`src/rtl/edge_sync_filt.sv`:
```
`default_nettype none
// ============================================================================
// Module      : edge_sync_filt
// Description : Multi-channel slow-to-fast single-bit synchroniser with a
//               stability filter, per-channel edge-mode selection, a
//               one-cycle event pulse and a sticky event flag with overflow.
// Revision    : 1.0 - initial release
// ============================================================================
module edge_sync_filt #(
    parameter int WIDTH       = 4,
    parameter int SYNC_STAGES = 2,
    parameter int FILT_CYC    = 2
) (
    input  logic                 clkb,
    input  logic                 rst,
    input  logic [WIDTH-1:0]     din,
    input  logic [2*WIDTH-1:0]   mode,
    input  logic [WIDTH-1:0]     ev_clr,
    output logic [WIDTH-1:0]     dout,
    output logic [WIDTH-1:0]     pulse,
    output logic [WIDTH-1:0]     ev_sticky,
    output logic [WIDTH-1:0]     ev_ovf
);

    // Filter counter is at least one bit wide so FILT_CYC=1 still elaborates.
    localparam int                 c_CNT_W    = (FILT_CYC > 1) ? $clog2(FILT_CYC) : 1;
    localparam logic [c_CNT_W-1:0] c_CNT_LAST = c_CNT_W'(FILT_CYC - 1);
    localparam logic [c_CNT_W-1:0] c_CNT_ONE  = c_CNT_W'(1);

    for (genvar i = 0; i < WIDTH; i++) begin : g_ch
        logic [SYNC_STAGES-1:0] r_sync;
        logic [c_CNT_W-1:0]     r_cnt;
        logic                   r_dout;
        logic                   r_pulse;
        logic                   r_sticky;
        logic                   r_ovf;
        logic                   w_s;
        logic                   w_update;
        logic                   w_event;

        // Plain flop chain on the asynchronous input; nothing between stages.
        always_ff @(posedge clkb) begin
            if (rst) begin
                r_sync <= '0;
            end else begin
                r_sync <= {r_sync[SYNC_STAGES-2:0], din[i]};
            end
        end

        assign w_s      = r_sync[SYNC_STAGES-1];
        // An update happens on the FILT_CYC-th consecutive disagreement.
        assign w_update = (w_s != r_dout) && (r_cnt == c_CNT_LAST);
        // Mode is looked at only here, so a mode change never disturbs dout.
        assign w_event  = w_update && (w_s ? mode[2*i] : mode[2*i+1]);

        // Stability filter: accept the synchronised level only after it has
        // disagreed with the accepted level for FILT_CYC cycles in a row.
        always_ff @(posedge clkb) begin
            if (rst) begin
                r_cnt  <= '0;
                r_dout <= 1'b0;
            end else if (w_s == r_dout) begin
                r_cnt  <= '0;
            end else if (w_update) begin
                r_dout <= w_s;
                r_cnt  <= '0;
            end else begin
                r_cnt  <= r_cnt + c_CNT_ONE;
            end
        end

        // Event strobe, registered so it lines up with the new dout value.
        always_ff @(posedge clkb) begin
            if (rst) begin
                r_pulse <= 1'b0;
            end else begin
                r_pulse <= w_event;
            end
        end

        // Sticky flag and overflow; a coinciding event beats a clear.
        always_ff @(posedge clkb) begin
            if (rst) begin
                r_sticky <= 1'b0;
                r_ovf    <= 1'b0;
            end else if (w_event) begin
                r_sticky <= 1'b1;
                if (ev_clr[i]) begin
                    r_ovf <= 1'b0;
                end else if (r_sticky) begin
                    r_ovf <= 1'b1;
                end
            end else if (ev_clr[i]) begin
                r_sticky <= 1'b0;
                r_ovf    <= 1'b0;
            end
        end

        assign dout[i]      = r_dout;
        assign pulse[i]     = r_pulse;
        assign ev_sticky[i] = r_sticky;
        assign ev_ovf[i]    = r_ovf;
    end

endmodule
`default_nettype wire

```
`config.mk`:
```
export PLATFORM = sky130hd
export DESIGN_NAME = edge_sync_filt
export DESIGN_NICKNAME = d
export VERILOG_FILES = /design/src/rtl/edge_sync_filt.sv
export SDC_FILE = /design/constraint.sdc
export NUM_CORES = 1
export LEC_CHECK = 0
export CORE_ASPECT_RATIO = 1.4
export CORE_MARGIN = 1.5
export CORE_UTILIZATION = 25
export DETAILED_ROUTE_END_ITERATION = 10
export SLEW_MARGIN = 20
export SYNTH_ARGS = -nofsm -noshare
export SYNTH_HDL_FRONTEND = slang
export SYNTH_SLANG_ARGS = --single-unit
```
`constraint.sdc`:
```
create_clock -name clkb -period 0.9 [get_ports clkb]
set_input_delay 0.27 -clock clkb [delete_from_list [all_inputs] [get_ports clkb]]
set_output_delay 0.27 -clock clkb [all_outputs]
set_load 0.02 [all_outputs]
```
==> report_table.html, run 1 <==
<table>
<tr><th>Metric</th><th>Value</th></tr>
<tr><th colspan="2">Die</th></tr>
<tr><td>I/O pins</td><td>34</td></tr>
<tr><td>Core Area</td><td>4204 sq um</td></tr>
<tr><td>Row count</td><td>28</td></tr>
<tr><td>Die Height</td><td>80.99 um</td></tr>
<tr><td>Die Footprint</td><td>4754 sq um</td></tr>
<tr><td>Floorplan die width</td><td>58.71 um</td></tr>
<tr><td>Starting density of the core</td><td>0.2583</td></tr>
<tr><th colspan="2">Critical path</th></tr>
<tr><td>Startpoint-to-endpoint class of the critical path</td><td>reg2out</td></tr>
<tr><td>Count of buffering cells on the critical path with inverters included</td><td>1</td></tr>
<tr><td>Worst reg-to-reg path cell count</td><td>4</td></tr>
<tr><td>Type of destination of the critical path</td><td>output pin</td></tr>
<tr><td>Required @ worst endpoint</td><td>~0.63 ns</td></tr>
<tr><td>Launching element type of the critical path</td><td>register</td></tr>
<tr><td>Cell family contributing the most delay on the critical path</td><td>flip-flops</td></tr>
<tr><td>Arrival time of data at the critical path endpoint</td><td>0.74 ns</td></tr>
<tr><td>R2r setup slk</td><td>-0.10 ns</td></tr>
<tr><td>Peak per-stage delay on the critical path</td><td>0.36 ns</td></tr>
<tr><td>FF-to-FF Start</td><td>g_ch[0].r_dout$_SDFFE_PP0P_</td></tr>
<tr><td>Terminus of the critical flop-to-flop path</td><td>g_ch[0].r_sticky$_SDFFE_PP0P_</td></tr>
<tr><td>Timing startpoint of the critical path</td><td>g_ch[2].r_dout$_SDFFE_PP0P_</td></tr>
<tr><td>Maximum fanout along the worst path</td><td>2</td></tr>
<tr><td>Critical Path Slowest Stage Cell</td><td>dfxtp_2</td></tr>
<tr><td>Worst-path cell chain</td><td>buf_6</td></tr>
<tr><th colspan="2">Timing</th></tr>
<tr><td>Fmax</td><td>just under 1000 MHz</td></tr>
<tr><td>Count of endpoints failing setup in the final report</td><td>28</td></tr>
<tr><td>Final period utilization</td><td>1.121</td></tr>
<tr><td>Post-route clock skew</td><td>~0.0015 ns</td></tr>
<tr><td>Slew at the pin closest to its max-slew limit</td><td>about 0.15 ns</td></tr>
<tr><td>Sum of negative setup slack</td><td>-2.359 ns</td></tr>
<tr><td>RSZ-0062 raised after global routing</td><td>true</td></tr>
<tr><td>Pins Over Slew Limit</td><td>0</td></tr>
<tr><td>Final-report hold violation count</td><td>0</td></tr>
<tr><td>Period minus WS final</td><td>roughly 1.0 ns</td></tr>
<tr><td>Least setup slack across all paths after layout</td><td>-0.1093 ns</td></tr>
<tr><td>Normalized max-slew margin</td><td>0.9005</td></tr>
<tr><th colspan="2">Power and ir drop</th></tr>
<tr><td>PwrDens</td><td>around 1300 nW/um^2</td></tr>
<tr><td>Static leakage</td><td>0.0006808 uW</td></tr>
<tr><td>Worst vdd ir</td><td>0.4969 mV</td></tr>
<tr><th colspan="2">Hold path</th></tr>
<tr><td>Depth of the worst hold-timing path</td><td>1</td></tr>
<tr><td>Hold crit path type</td><td>reg2reg</td></tr>
<tr><td>Min-delay src</td><td>g_ch[2].r_sync[0]$_SDFF_PP0_</td></tr>
<tr><td>Hold EP</td><td>g_ch[2].r_sync[1]$_SDFF_PP0_</td></tr>
<tr><th colspan="2">Logic synthesis</th></tr>
<tr><td>Post-Synthesis Cell Area</td><td>approximately 1100 sq um</td></tr>
<tr><td>Synth Register Bits</td><td>28</td></tr>
<tr><td>Syn Area/Cell</td><td>around 9.8 sq um</td></tr>
<tr><td>Number of nets in the synthesized netlist</td><td>about 130</td></tr>
<tr><td>Gate Count Post-Synth</td><td>about 110</td></tr>
<tr><td>Netlist cell types</td><td>14</td></tr>
<tr><td>Share of the yosys chip area belonging to registers</td><td>0.5161</td></tr>
<tr><td>Warning count from the yosys run</td><td>0</td></tr>
<tr><th colspan="2">Run status</th></tr>
<tr><td>Violated checks</td><td>negative setup slack</td></tr>
<tr><td>Result of the run</td><td>finished, violations left</td></tr>
<tr><th colspan="2">Clock network</th></tr>
<tr><td>CTS root buffer</td><td>clkbuf_8</td></tr>
<tr><td>Clock tree from TritonCTS</td><td>built</td></tr>
<tr><td>Clock transition time at the flip-flop clock pins of the worst setup and hold paths</td><td>roughly 0.09 ns</td></tr>
<tr><td>Maximum clock insertion buffer count</td><td>2</td></tr>
<tr><td>Number of H-tree levels</td><td>1</td></tr>
<tr><td>Latest clock arrival within the worst-skew pair</td><td>0.26 ns</td></tr>
<tr><td>Number of clock sinks seen by CTS</td><td>28</td></tr>
<tr><td>Total clock buffers created by CTS</td><td>3</td></tr>
<tr><th colspan="2">Drt</th></tr>
<tr><td>First-pass detailed-route iteration total</td><td>2</td></tr>
<tr><td>Average vias per placed instance</td><td>4.337</td></tr>
<tr><td>DRC viols</td><td>0</td></tr>
<tr><td>DRT iter0 DRCs</td><td>8</td></tr>
<tr><td>Total number of vias</td><td>850</td></tr>
<tr><td>Detailed-route wire length</td><td>2.162 mm</td></tr>
<tr><td>Post-DRT Antenna Nets</td><td>0</td></tr>
<tr><td>Avg WL per Cell</td><td>11.03 um</td></tr>
<tr><th colspan="2">Final layout</th></tr>
<tr><td>Inserted Diodes</td><td>0</td></tr>
<tr><td>Proportion of layout cells with a drive suffix above 1</td><td>0.4371</td></tr>
<tr><td>Total Nets Final</td><td>171</td></tr>
<tr><td>Area growth from synthesis to layout</td><td>50.58%</td></tr>
<tr><td>Filler instances</td><td>459</td></tr>
<tr><th colspan="2">Global routing</th></tr>
<tr><td>First-pass GRT wire length</td><td>3.567 mm</td></tr>
<tr><td>Largest net degree at the start of global routing</td><td>15</td></tr>
<tr><td>Initial antenna violation count</td><td>0</td></tr>
<tr><td>Via count of the first global-routing pass</td><td>between 800 and 900</td></tr>
<tr><td>GRT Total Usage</td><td>0.09639</td></tr>
<tr><td>Sum of overflow across all layers after global routing</td><td>0</td></tr>
<tr><th colspan="2">Placed design</th></tr>
<tr><td>Final GP Congestion</td><td>between 0.6 and 0.7</td></tr>
<tr><td>Post-DP HPWL</td><td>about 1.6 mm</td></tr>
<tr><td>Buffers on Ports</td><td>33</td></tr>
<tr><td>Setup slack after placement</td><td>-0.4078 ns</td></tr>
<tr><th colspan="2">Flow run</th></tr>
<tr><td>Maximum capacitance violations</td><td>0</td></tr>
</table>
[synthesized netlist by cell type]
cell type / count / share of area
nor2_1: 12 / 0.041
nor3_1: 4 / 0.018
nor2b_1: 8 / 0.046
o21ai_1: 4 / 0.018
xnor2_1: 4 / 0.032
mux2i_1: 4 / 0.037
buf_2: 3 / 0.014
nand2_1: 8 / 0.028
o21ai_2: 4 / 0.032
and3b_1: 8 / 0.065
buf_4: 16 / 0.11
a21oi_1: 4 / 0.018
nand2b_1: 4 / 0.023
dfxtp_1: 28 / 0.52
[cell type report]
class,count,area (sq um),share of cell area
flip-flops and latches,28,580.6,0.3550
repair buffers,56,549.3,0.3359
multi-input cells,64,407.9,0.2494
well taps,45,56.30,0.03443
clock buffers,3,41.29,0.02525
[through the flow]
stage | hold WS [ns] | utilization | std cells | cell area [sq um] | power [uW]
after floorplan | 0.3982 | - | 111 | 1086 | 1369
after global placement | 0.4209 | 0.3414 | 183 | 1435 | 1467
after detailed placement | 0.4256 | 0.3414 | 183 | 1435 | 1475
after CTS | 0.4478 | 0.3860 | 196 | 1623 | 2176
after global routing | 0.4583 | 0.3890 | 196 | 1635 | 2238
final | 0.4421 | 0.3890 | 196 | 1635 | 2130
[where the power goes]
part | switching [uW] | leakage, uW | total (uW) | internal, uW
Combinational | 64.8 | 0.000423 | 200 | 135
Sequential | 16.3 | 0.000236 | 1280 | 1260
Clock | 352 | 0.0000216 | 652 | 300
Total | 433 | 0.000681 | 2130 | 1700
[cell usage in the layout, fill, tap and decap left out, drive strengths merged]
| cell | n |
|---|---|
| a21oi | 4 |
| and3b | 8 |
| buf | 39 |
| clkbuf | 3 |
| clkdlybuf4s50 | 15 |
| dfxtp | 28 |
| dlygate4sd2 | 2 |
| mux2i | 4 |
| nand2 | 8 |
| nand2b | 4 |
| nor2 | 12 |
| nor2b | 8 |
| nor3 | 4 |
| o21ai | 8 |
| xnor2 | 4 |
[metal layers]
layer | vias to the layer above | GRT usage | share of wire
li1 | 428 | - | -
met1 | 405 | 0.09913 | 0.36
met2 | 17 | 0.1910 | 0.60
met3 | 0 | 0.01592 | 0.038
met4 | 0 | 0.03182 | 0
met5 | - | 0 | 0
[flip-flops by register name (all words and copies together), names as in the netlist]
name	cells
g_ch.r_pulse	4
g_ch.r_sync	8
g_ch.r_ovf	4
g_ch.r_cnt	4
g_ch.r_sticky	4
g_ch.r_dout	4
[how the worst max path moves through the flow]
stage	endpoint	slack, ns	cells after the start
finish	dout[2]	-0.11	1
floorplan	g_ch[0].r_ovf$_SDFFE_PP0P_	0.001	3
CTS	dout[2]	-0.13	1
detailed placement	g_ch[3].r_ovf$_SDFFE_PP0P_	-0.41	5
global route	g_ch[0].r_sticky$_SDFFE_PP0P_	-0.15	4
global placement	dout[0]	-0.36	1
[logic make-up after synthesis]
family | after synthesis | synth area share
xor+xnor | 4 | 0.03225
flops | 28 | 0.5161
mux | 4 | 0.03687
compound gates | 12 | 0.06912
buf+inv | 19 | 0.1244
simple gates | 44 | 0.2212
[timing repair]
action / CTS / global route
setup buffers: 9 / 0
hold buffers: 0 / 0
cloned: 1 / 0
hold endpoints to repair: 0 / 0
pin swaps: 12 / 3
setup endpoints to repair: 32 / 31
gates resized for setup: 121 / 2
(Power assumes the default switching activity.)
==> inputs of run 2 (changes only) <==
--- a/config.mk
+++ b/config.mk
@@ -7,8 +7,9 @@
 export LEC_CHECK = 0
 export CORE_ASPECT_RATIO = 1.4
 export CORE_MARGIN = 1.5
-export CORE_UTILIZATION = 25
+export CORE_UTILIZATION = 40
 export DETAILED_ROUTE_END_ITERATION = 10
+export PLACE_DENSITY = 0.73
 export SLEW_MARGIN = 20
 export SYNTH_ARGS = -nofsm -noshare
 export SYNTH_HDL_FRONTEND = slang
==> run 2 against run 1 <==
  * The flow still finishes with violations (negative setup slack)
  * Utilization is 23 points higher
  * First-iteration DRC count shrank 50%
  * Register-to-register slack barely moved
  * Die area shrank 36%
  * Power up 7.0%
  * Non-clock buffer count down 8
  * Clock-buffer cell count is the same
  * Worst hold slack improved by 0.0079 ns
  * Final area shrank 0.54%
  * Critical path depth is the same
==> report_table.html, run 2 (synthesis gave the netlist of run 1 again) <==
<table>
<tr><th>Metric</th><th>Value</th></tr>
<tr><th colspan="2">Run status</th></tr>
<tr><td>Result of the run</td><td>finished, violations left</td></tr>
<tr><td>Violated checks</td><td>negative setup slack</td></tr>
<tr><th colspan="2">Power and ir drop</th></tr>
<tr><td>Sw power</td><td>440.2 uW (+1.5%)</td></tr>
<tr><td>Worst vdd ir</td><td>1.312 mV (+160%)</td></tr>
<tr><td>PwrDens</td><td>1401 nW/um^2 (+7.6%)</td></tr>
<tr><td>Static leakage</td><td>0.0006537 uW (-4.0%)</td></tr>
<tr><td>Share of total power in the clock network</td><td>0.356 (+0.050)</td></tr>
<tr><td>Pint</td><td>1839 uW (+8.4%)</td></tr>
<tr><td>Relative contribution of sequential cells to total power</td><td>0.562 (-0.038)</td></tr>
<tr><td>Switching share of total power</td><td>0.1931 (-0.01033)</td></tr>
<tr><td>Power share of the combinational group</td><td>0.081 (-0.013)</td></tr>
<tr><td>Final Total Pwr</td><td>2279 uW (+7.0%)</td></tr>
<tr><th colspan="2">Critical path</th></tr>
<tr><td>Worst-path cell chain</td><td>buf_6</td></tr>
<tr><td>Logic depth of the worst setup path including buffers</td><td>1 (unchanged)</td></tr>
<tr><td>FF-to-FF Start</td><td>g_ch[1].r_dout$_SDFFE_PP0P_</td></tr>
<tr><td>Startpoint-to-endpoint class of the critical path</td><td>reg2out</td></tr>
<tr><td>Peak per-stage delay on the critical path</td><td>0.38 ns (+0.02 ns)</td></tr>
<tr><td>Arrival time of data at the critical path endpoint</td><td>0.82 ns (+0.08 ns)</td></tr>
<tr><td>Worst reg-to-reg path cell count</td><td>4 (unchanged)</td></tr>
<tr><td>Count of buffering cells on the critical path with inverters included</td><td>1 (unchanged)</td></tr>
<tr><td>Terminus of the critical flop-to-flop path</td><td>g_ch[1].r_sticky$_SDFFE_PP0P_</td></tr>
<tr><td>Critical Path Slowest Stage Cell</td><td>dfxtp_2</td></tr>
<tr><td>Type of destination of the critical path</td><td>output pin</td></tr>
<tr><td>Required @ worst endpoint</td><td>0.63 ns (about the same)</td></tr>
<tr><td>Cell family contributing the most delay on the critical path</td><td>flip-flops</td></tr>
<tr><td>R2r setup slk</td><td>-0.09 ns (about the same)</td></tr>
<tr><td>Launching element type of the critical path</td><td>register</td></tr>
<tr><td>Maximum fanout along the worst path</td><td>2 (unchanged)</td></tr>
<tr><th colspan="2">Hold path</th></tr>
<tr><td>Hold EP</td><td>g_ch[1].r_sticky$_SDFFE_PP0P_</td></tr>
<tr><td>Hold crit path type</td><td>in2reg</td></tr>
<tr><td>Depth of the worst hold-timing path</td><td>3 (+2)</td></tr>
<tr><td>Min-delay src</td><td>rst</td></tr>
<tr><th colspan="2">Global routing</th></tr>
<tr><td>Largest net degree at the start of global routing</td><td>19 (+4)</td></tr>
<tr><td>Via count of the first global-routing pass</td><td>773 (-9.7%)</td></tr>
<tr><td>Sum of overflow across all layers after global routing</td><td>0 (unchanged)</td></tr>
<tr><td>Initial antenna violation count</td><td>0 (unchanged)</td></tr>
<tr><td>GRT Total Usage</td><td>0.1359 (+0.03954)</td></tr>
<tr><td>First-pass GRT wire length</td><td>3.029 mm (-15%)</td></tr>
<tr><th colspan="2">Final layout</th></tr>
<tr><td>Number of flip-flops in the largest register</td><td>8 (unchanged)</td></tr>
<tr><td>Filler instances</td><td>231 (-50%)</td></tr>
<tr><td>Inserted Diodes</td><td>0 (unchanged)</td></tr>
<tr><td>Commonest cells after routing, fill and taps aside</td><td>24 x buf_6, 18 x dfxtp_2, 16 x clkdlybuf4s50_1</td></tr>
<tr><td>Area growth from synthesis to layout</td><td>49.77%</td></tr>
<tr><td>Area occupied by multi-input gates</td><td>441.7 sq um (+8.3%)</td></tr>
<tr><td>Most common cell after layout, fill and taps aside</td><td>buf_6</td></tr>
<tr><td>Area of all sequential standard cells</td><td>583.1 sq um (+0.43%)</td></tr>
<tr><td>Total Nets Final</td><td>163 (-4.7%)</td></tr>
<tr><td>Register with the most flip-flops</td><td>g_ch.r_sync</td></tr>
<tr><td>Layout Cell Area excl Fill</td><td>1627 sq um (-0.54%)</td></tr>
<tr><td>Proportion of layout cells with a drive suffix above 1</td><td>0.4444 (+0.007358)</td></tr>
<tr><th colspan="2">Drt</th></tr>
<tr><td>DRT iter0 DRCs</td><td>4 (-4)</td></tr>
<tr><td>First-pass detailed-route iteration total</td><td>2 (unchanged)</td></tr>
<tr><td>Average vias per placed instance</td><td>4.533 (+4.5%)</td></tr>
<tr><td>Avg WL per Cell</td><td>11.12 um (+0.78%)</td></tr>
<tr><td>Total number of vias</td><td>816 (-4.0%)</td></tr>
<tr><td>DRC viols</td><td>0 (unchanged)</td></tr>
<tr><td>Detailed-route wire length</td><td>2.001 mm (-7.4%)</td></tr>
<tr><td>Post-DRT Antenna Nets</td><td>0 (unchanged)</td></tr>
<tr><th colspan="2">Timing</th></tr>
<tr><td>Sum of negative setup slack</td><td>-3.466 ns (-1.107 ns)</td></tr>
<tr><td>Post-route clock skew</td><td>0.006110 ns (+0.004652 ns)</td></tr>
<tr><td>Final period utilization</td><td>1.207 (+0.08552)</td></tr>
<tr><td>Final-report hold violation count</td><td>0 (unchanged)</td></tr>
<tr><td>RSZ-0062 raised after global routing</td><td>true</td></tr>
<tr><td>Pins Over Slew Limit</td><td>0 (unchanged)</td></tr>
<tr><td>Count of endpoints failing setup in the final report</td><td>30 (+7.1%)</td></tr>
<tr><td>Fmax</td><td>920.6 MHz (-7.1%)</td></tr>
<tr><td>Normalized max-slew margin</td><td>0.8676 (-0.03287)</td></tr>
<tr><td>Least setup slack across all paths after layout</td><td>-0.1862 ns (-0.07697 ns)</td></tr>
<tr><td>Slew at the pin closest to its max-slew limit</td><td>0.1970 ns (+0.05195 ns)</td></tr>
<tr><td>Period minus WS final</td><td>1.086 ns (+0.07697 ns)</td></tr>
<tr><th colspan="2">Clock network</th></tr>
<tr><td>Clock transition time at the flip-flop clock pins of the worst setup and hold paths</td><td>0.15 ns (+0.06 ns)</td></tr>
<tr><td>Number of H-tree levels</td><td>1 (unchanged)</td></tr>
<tr><td>CTS root buffer</td><td>clkbuf_4</td></tr>
<tr><td>Total clock buffers created by CTS</td><td>3 (unchanged)</td></tr>
<tr><td>Maximum clock insertion buffer count</td><td>2 (unchanged)</td></tr>
<tr><td>Clock tree from TritonCTS</td><td>built</td></tr>
<tr><td>Latest clock arrival within the worst-skew pair</td><td>0.32 ns (+0.06 ns)</td></tr>
<tr><td>Hold-fix buffer count after cts</td><td>0 (unchanged)</td></tr>
<tr><td>Number of clock sinks seen by CTS</td><td>28 (unchanged)</td></tr>
<tr><th colspan="2">Placed design</th></tr>
<tr><td>Buffers on Ports</td><td>33 (unchanged)</td></tr>
<tr><td>Post-DP HPWL</td><td>1.336 mm (-15%)</td></tr>
<tr><td>Final GP Congestion</td><td>0.6958 (+6.6%)</td></tr>
<tr><td>Setup slack after placement</td><td>-0.4270 ns (-0.01918 ns)</td></tr>
<tr><td>Placed Instance Area</td><td>1421 sq um (-0.96%)</td></tr>
<tr><th colspan="2">Flow run</th></tr>
<tr><td>Maximum capacitance violations</td><td>0 (unchanged)</td></tr>
<tr><th colspan="2">Die</th></tr>
<tr><td>Die Height</td><td>64.66 um (-20%)</td></tr>
<tr><td>Die Footprint</td><td>3041 sq um (-36%)</td></tr>
<tr><td>Row count</td><td>22 (-21%)</td></tr>
<tr><td>Floorplan die width</td><td>47.04 um (-20%)</td></tr>
<tr><td>Core Area</td><td>2615 sq um (-38%)</td></tr>
<tr><td>I/O pins</td><td>34 (unchanged)</td></tr>
<tr><td>Starting density of the core</td><td>0.4153 (+0.1570)</td></tr>
</table>
-- run 2: cell count changes in the layout (fill, tap and decap cells not counted), sizes merged --
cell / previous run / this run
buf: 39 / 31
bufinv: 0 / 1
clkdlybuf4s50: 15 / 16
dlygate4sd2: 2 / 1
-- run 2: power groups by stage --
| stage | registers (uW) | logic [uW] | clock network (uW) |
|---|---|---|---|
| after global routing | 1290 | 199 | 893 |
| after detailed placement | 1310 | 167 | 0 |
| after global placement | 1310 | 162 | 0 |
| final | 1280 | 185 | 812 |
| after CTS | 1280 | 172 | 845 |
| after floorplan | 1310 | 63.8 | 0 |
-- run 2: layer usage --
metal / global-route usage / wire length [um] / up-vias / share of wire
met5: 0 / 0 / - / 0
met4: 0.06250 / 14 / 0 / 0.0070
met3: 0.02786 / 77 / 2 / 0.038
met2: 0.2551 / 1169 / 21 / 0.58
met1: 0.1298 / 739 / 382 / 0.37
li1: - / - / 411 / -
-- run 2: area by class of cell --
| cell class | count | area share |
|---|---|---|
| clock buffer | 3 | 0.01385 |
| clock inverter | 1 | 0.01846 |
| multi-input combinational | 64 | 0.2715 |
| sequential | 28 | 0.3585 |
| tap | 36 | 0.02769 |
| timing repair buffer | 48 | 0.3100 |
-- run 2: worst max-delay path by stage --
stage | slack, ns | to | from
finish | -0.19 | dout[1] | g_ch[1].r_dout$_SDFFE_PP0P_
global route | -0.24 | dout[1] | g_ch[1].r_dout$_SDFFE_PP0P_
CTS | -0.21 | ev_sticky[3] | g_ch[3].r_sticky$_SDFFE_PP0P_
detailed placement | -0.43 | g_ch[3].r_ovf$_SDFFE_PP0P_ | rst
global placement | -0.36 | g_ch[3].r_ovf$_SDFFE_PP0P_ | rst
floorplan | 0.001 | g_ch[0].r_ovf$_SDFFE_PP0P_ | g_ch[0].r_dout$_SDFFE_PP0P_
-- run 2: worst min-delay path, cell delays in order --
cell           delay [ns]
dlygate4sd2_1        0.27
buf_12               0.17
a21oi_1              0.04
-- run 2: what timing repair did --
item,4_1_cts,5_1_grt
cloned,0,0
endpoints found under the setup margin,29,31
hold endpoints to repair,0,0
buffers inserted,3,1
gates resized for setup,119,12
pin swaps,13,6
-- run 2: per-stage QoR --
step           hold WS, ns  utilization  cells
2_1_floorplan       0.3982            -    111
3_3_place_gp        0.4212       0.5435    172
3_5_place_dp        0.4227       0.5435    172
4_1_cts             0.4289       0.5952    179
5_1_grt             0.4579       0.6220    180
6_report            0.4500       0.6220    180
